===== config.mk =====
export PLATFORM = sky130hd
export DESIGN_NAME = bmi_speed_calc
export DESIGN_NICKNAME = d
export VERILOG_FILES = /design/src/rtl/bmi_speed_calc.sv
export SDC_FILE = /design/constraint.sdc
export NUM_CORES = 1
export LEC_CHECK = 0
export CAP_MARGIN = 10
export CELL_PAD_IN_SITES_DETAIL_PLACEMENT = 0
export CELL_PAD_IN_SITES_GLOBAL_PLACEMENT = 1
export CORE_MARGIN = 2
export CORE_UTILIZATION = 40
export CTS_BUF_LIST = sky130_fd_sc_hd__clkbuf_8 sky130_fd_sc_hd__clkbuf_16
export DETAILED_ROUTE_END_ITERATION = 8
export HOLD_SLACK_MARGIN = 0.02
export PLACE_DENSITY_LB_ADDON = 0.15
export SYNTH_ARGS = -nofsm -noshare
export SYNTH_HDL_FRONTEND = slang
export SYNTH_SLANG_ARGS = --single-unit

===== constraint.sdc =====
create_clock -name clk -period 5.75 [get_ports clk]
set_input_delay 0.8625 -clock clk [delete_from_list [all_inputs] [get_ports clk]]
set_output_delay 0.8625 -clock clk [all_outputs]
set_load 0.03 [all_outputs]

===== src/rtl/bmi_speed_calc.sv =====
// Computes integer BMI from a captured height/weight pair with a restoring divider,
// then maps it linearly onto a clamped motor speed level.
module bmi_speed_calc #(
   parameter int unsigned BMI_MIN    = 15,
   parameter int unsigned BMI_MAX    = 30,
   parameter int unsigned SPEED_MIN  = 1,
   parameter int unsigned SPEED_MAX  = 10,
   parameter int unsigned HEIGHT_MIN = 50
) (
   input  logic       clk,
   input  logic       reset,
   input  logic       start,
   input  logic [7:0] in_height,
   input  logic [6:0] in_weight,
   output logic       busy,
   output logic       result_valid,
   output logic [5:0] bmi,
   output logic [3:0] speed_level,
   output logic       bmi_sat,
   output logic       input_err
);

   localparam logic [2:0] ST_IDLE = 3'd0;
   localparam logic [2:0] ST_LOAD = 3'd1;
   localparam logic [2:0] ST_DIV  = 3'd2;
   localparam logic [2:0] ST_MAP  = 3'd3;
   localparam logic [2:0] ST_DONE = 3'd4;

   localparam logic [7:0] MAP_DEN = 8'(BMI_MAX - BMI_MIN);

   logic [2:0]  state;
   logic [7:0]  height;
   logic [6:0]  weight;
   logic [20:0] num;
   logic [15:0] den;
   logic [15:0] rem;
   logic [4:0]  cnt;
   logic [5:0]  bmi_int;
   logic        sat_int;
   logic        clamp_lo;
   logic        clamp_hi;
   logic [7:0]  mnum;
   logic [7:0]  mrem;

   logic [16:0] div_shift, div_diff;
   logic        div_ge;
   logic [20:0] quot_n;
   logic        sat_n, lo_n, hi_n;
   logic [5:0]  bmi_n;
   logic [31:0] bmi_w, prod;
   logic [8:0]  map_shift, map_diff;
   logic        map_ge;
   logic [7:0]  mq_n;
   logic [3:0]  speed_n;

   assign busy = (state != ST_IDLE);

   always_comb begin
      // Numerator shifts out MSB first while quotient bits shift in at the LSB.
      div_shift = {rem, num[20]};
      div_diff  = div_shift - {1'b0, den};
      div_ge    = (div_shift >= {1'b0, den});
      quot_n    = {num[19:0], div_ge};
      sat_n     = |quot_n[20:6];
      bmi_n     = sat_n ? 6'd63 : quot_n[5:0];
      bmi_w     = {26'd0, bmi_n};
      lo_n      = (bmi_w <= BMI_MIN);
      hi_n      = (bmi_w >= BMI_MAX);
      prod      = (bmi_w - BMI_MIN) * (SPEED_MAX - SPEED_MIN);

      map_shift = {mrem, mnum[7]};
      map_diff  = map_shift - {1'b0, MAP_DEN};
      map_ge    = (map_shift >= {1'b0, MAP_DEN});
      mq_n      = {mnum[6:0], map_ge};
      if (clamp_lo)      speed_n = 4'(SPEED_MIN);
      else if (clamp_hi) speed_n = 4'(SPEED_MAX);
      else               speed_n = 4'(SPEED_MIN) + mq_n[3:0];
   end

   always_ff @(posedge clk) begin
      if (reset) begin
         state        <= ST_IDLE;
         height       <= '0;
         weight       <= '0;
         num          <= '0;
         den          <= '0;
         rem          <= '0;
         cnt          <= '0;
         bmi_int      <= '0;
         sat_int      <= 1'b0;
         clamp_lo     <= 1'b0;
         clamp_hi     <= 1'b0;
         mnum         <= '0;
         mrem         <= '0;
         result_valid <= 1'b0;
         bmi          <= '0;
         speed_level  <= '0;
         bmi_sat      <= 1'b0;
         input_err    <= 1'b0;
      end else begin
         case (state)
            ST_IDLE: begin
               result_valid <= 1'b0;
               if (start) begin
                  height <= in_height;
                  weight <= in_weight;
                  state  <= ST_LOAD;
               end
            end
            ST_LOAD: begin
               num <= 21'(weight) * 21'd10000;
               den <= {8'd0, height} * {8'd0, height};
               rem <= '0;
               if (height < 8'(HEIGHT_MIN)) begin
                  input_err    <= 1'b1;
                  bmi          <= '0;
                  speed_level  <= '0;
                  bmi_sat      <= 1'b0;
                  result_valid <= 1'b1;
                  state        <= ST_DONE;
               end else begin
                  cnt   <= 5'd21;
                  state <= ST_DIV;
               end
            end
            ST_DIV: begin
               num <= quot_n;
               rem <= div_ge ? div_diff[15:0] : div_shift[15:0];
               cnt <= cnt - 5'd1;
               if (cnt == 5'd1) begin
                  // Clamped cases still run the full map loop on a zero numerator.
                  bmi_int  <= bmi_n;
                  sat_int  <= sat_n;
                  clamp_lo <= lo_n;
                  clamp_hi <= hi_n;
                  mnum     <= (lo_n || hi_n) ? 8'd0 : prod[7:0];
                  mrem     <= '0;
                  cnt      <= 5'd8;
                  state    <= ST_MAP;
               end
            end
            ST_MAP: begin
               mnum <= mq_n;
               mrem <= map_ge ? map_diff[7:0] : map_shift[7:0];
               cnt  <= cnt - 5'd1;
               if (cnt == 5'd1) begin
                  bmi          <= bmi_int;
                  bmi_sat      <= sat_int;
                  input_err    <= 1'b0;
                  speed_level  <= speed_n;
                  result_valid <= 1'b1;
                  state        <= ST_DONE;
               end
            end
            ST_DONE: begin
               result_valid <= 1'b0;
               state        <= ST_IDLE;
            end
            default: state <= ST_IDLE;
         endcase
      end
   end

endmodule


==> run summary <==
The flow ran to the end, and the final reports show no timing, DRC or antenna violations. dfxtp_1 takes more of the synthesized area than any other cell. The top-level port count is 32. The delay of the slowest critical-path stage came out at 520 ps. The area of the core region is 0.0202 sq mm. The maximum operating frequency came out at 227 MHz.

The global-route usage over all layers came out at 18.6%. The via count of the first global-routing pass came out at 6765. Broken down by cell family, the worst path's largest delay share belongs to adder cells. The antenna diode count came out at 0. The total negative slack is 0 ps. The number of endpoints with negative hold slack in the final report came to 0. The fraction of registers with async set or reset after synthesis came out at 0%.

After synthesis the netlist holds a flip-flop and latch count of 113. The sequential-to-total area share from yosys stat came out at 27.5%. The root buffer cell chosen for the clock tree is clkbuf_16. The critical path goes through and2_1 -> inv_1 -> fa_1 -> inv_1 -> fa_1 -> ha_1 -> inv_1 -> fa_1 -> inv_1 -> ha_1 -> a211oi_1 -> o21ai_0 -> a31oi_1 -> o21ai_0 -> xnor2_1 -> nand2_1 -> a21oi_1. Setup repair after global routing left no endpoint under its margin. The path class of the tightest hold or removal check is reg -> reg. Once placement finished, the instance area stood at 0.00871 sq mm. The number of buffers and inverters on the critical path is 4. The mean instance size in the synthesized netlist came out at 8.30 sq um. The number of pins with negative max-slew slack in the final report came out at 0.

The die boundary width is 147 microns. Post-CTS repair changed the size of 0 cells. The post-synth net total is 1137. The max-capacitance violation count is 0. The top cell type's share of synthesized area is 27.5%. The routed wire length came out at 19.1 mm. The number of levels the H-tree was split into came out at 4. The starting utilization of the core area is 40.7%. The clock tree from TritonCTS is yes. After detailed routing, the number of remaining DRC violations is 0. The worst setup path is captured at a register. The quantity of hold-fixing buffers added after cts is 0. Including well taps, the total number of placed cells is 1248. The wire length of the first global-routing pass is 33.1 mm. The static power due to leakage came out at 3.96 nW.

The areal power density over the cells came out at 275 mW/mm^2. The largest net degree at the start of global routing came out at 74. On the critical path, the stage with the largest delay is an instance of fa_1. The largest fanout on the critical path is 11. The synthesis warning total is 0. The remaining antenna violation count is 0. At the end of routability-driven placement, the weighted congestion stood at 0.766. The number of instances in the synthesized netlist is 992. The HPWL after detailed placement is 13.8 mm. For this run, the leading register cell type out of synthesis is dfxtp_1.

The end-of-flow core utilization came out at 46.1%. The most common cell in the synthesized netlist is nand2_1. The later-pin clock latency in the skew report is 420 ps. The worst-case IR drop observed on VDD is 0.160 mV. Between clock sinks in the finished design, the worst skew comes to 6.44 ps. Clock-pin slew was measured on the worst setup and hold paths at 60 ps. Post-CTS timing repair inserted 0 buffers for setup. Final hold analysis gives a worst-case slack of 454 ps. The floorplan die area came out at 0.0218 sq mm.

The number of vias per cell after detailed routing came out at 5.28. The height of the die came out at 147 microns. Compared with the post-synthesis result, the final layout area differs by 13.3%. The via total after detailed routing is 6757. The quantity of I/O buffers inserted on ports is 31. The type of the worst setup path is reg -> reg. OpenSTA, run right after detailed placement, puts the worst setup slack at 1400 ps. The detailed-router iteration count before antenna repair came out at 5. After synthesis, the cell types taking the most area are dfxtp_1 (27%), ha_1 (14%), fa_1 (8.3%), nand2_1 (5.9%), a21oi_1 (5.2%). The number of standard cells in the layout, taps in and fillers out is 1280.

The number of enable-type register cells in the synthesized netlist is 0. The final worst-path cycle share came out at 76.6%. In this run the cell area of the synthesized design comes to 0.00824 sq mm.

CTS saw 113 sinks. The post-route cell area is 0.00933 sq mm. The maximum clock path buffer count is 2. The worst path setup slack after routing came out at 1350 ps. The number of distinct library cell variants in the gate-level netlist after synthesis is 77.

In the synthesized netlist, the cells that appear most often are nand2_1 (129), dfxtp_1 (113), ha_1 (93). The cell row count is 52. The transition time of the tightest slew-check pin is 1030 ps. The number of setup violations in the final report is 0.

The critical path required time came out at 6090 ps. The data arrival time of the critical path came out at 4740 ps. The initial antenna violation count is 0. Counting stages on the worst path, the most repeated cell is inv_1. The average routed wire per standard cell is 14.9 microns. The share of post-route cells with drive strength above 1 is 6.24%. The worst pin sits at a relative slew slack of 31.2%. Counting the buffers created by CTS gives 17.

Overall power consumption after layout is estimated at 2.56 mW. The post-layout minimum cycle time is 4400 ps. The number of nets in the final layout is 1142. The initial DRC count came out at 386. The leftover overflow at the end of global routing came out at 0. The launching element type of the critical path is a register.
[tightest hold or removal path, stage by stage (launching register included)]
cell and delay, ps:
dfxtp_1 310, nand2_1 50, a21oi_1 50
[sequential cells by signal, summed over array words and instances, names as in the netlist]
name          count
sat_int           1
mnum              8
clamp_lo          1
den              15
weight            7
bmi_int           6
state             3
rem              16
clamp_hi          1
bmi               6
bmi_sat           1
result_valid      1
cnt               5
mrem              8
input_err         1
num              21
height            8
speed_level       4
[cell families (layout without fill, tap and decap cells)]
logic type,count (synthesis),after routing,synth area share [%]
flip-flops,113,113,27.5
XOR/XNOR,44,44,4.68
adder cells (fa/ha/maj),127,127,22.4
AND/OR/NAND/NOR,326,326,18.6
buffers and inverters,135,153,6.49
multiplexers,6,6,0.790
AO/OA/AOI/OAI,241,241,19.6
[per-layer routing]
| metal | routed length (microns) | up-vias | global-route usage (%) |
|---|---|---|---|
| li1 | - | 3474 | - |
| met1 | 9200 | 3220 | 24.6 |
| met2 | 9350 | 52 | 31.7 |
| met3 | 420 | 11 | 3.43 |
| met4 | 113 | 0 | 4.18 |
| met5 | 0 | - | 0 |
[worst paths after layout]
| check | slack [ps] | depth (start not counted) | start | end |
|---|---|---|---|---|
| min | 450 | 2 | speed_level[1]$_SDFFE_PP0P_ | speed_level[1]$_SDFFE_PP0P_ |
| max | 1350 | 17 | height[0]$_SDFFE_PP0P_ | den[15]$_SDFFE_PP0P_ |
| min reg2reg | 450 | 2 | speed_level[1]$_SDFFE_PP0P_ | speed_level[1]$_SDFFE_PP0P_ |
| max reg2reg | 1350 | 17 | height[0]$_SDFFE_PP0P_ | den[15]$_SDFFE_PP0P_ |
[cell usage in the layout, fill, tap and decap left out, drive strengths merged, types with 26 or more instances in the layout]
| cell | count |
|---|---|
| a21oi | 86 |
| a22oi | 26 |
| and2 | 28 |
| clkdlybuf4s50 | 30 |
| dfxtp | 113 |
| fa | 34 |
| ha | 93 |
| inv | 88 |
| nand2 | 129 |
| nor2 | 68 |
| o21ai | 31 |
| xnor2 | 27 |
[where the power goes]
| group | internal [mW] | leakage [nW] | switching [mW] |
|---|---|---|---|
| logic | 0.247 | 2.75 | 0.357 |
| registers | 0.809 | 0.915 | 0.0353 |
| clock network | 0.699 | 0.294 | 0.415 |
| total | 1.76 | 3.96 | 0.808 |
[area by class of cell]
class	count	area (sq um)
clock buffers	18	439
clock inverters	14	179
fillers	2047	10900
inverters	84	315
multi-input cells	744	5440
flip-flops and latches	113	2260
well taps	270	338
repair buffers	37	353
(Power assumes the default switching activity.)
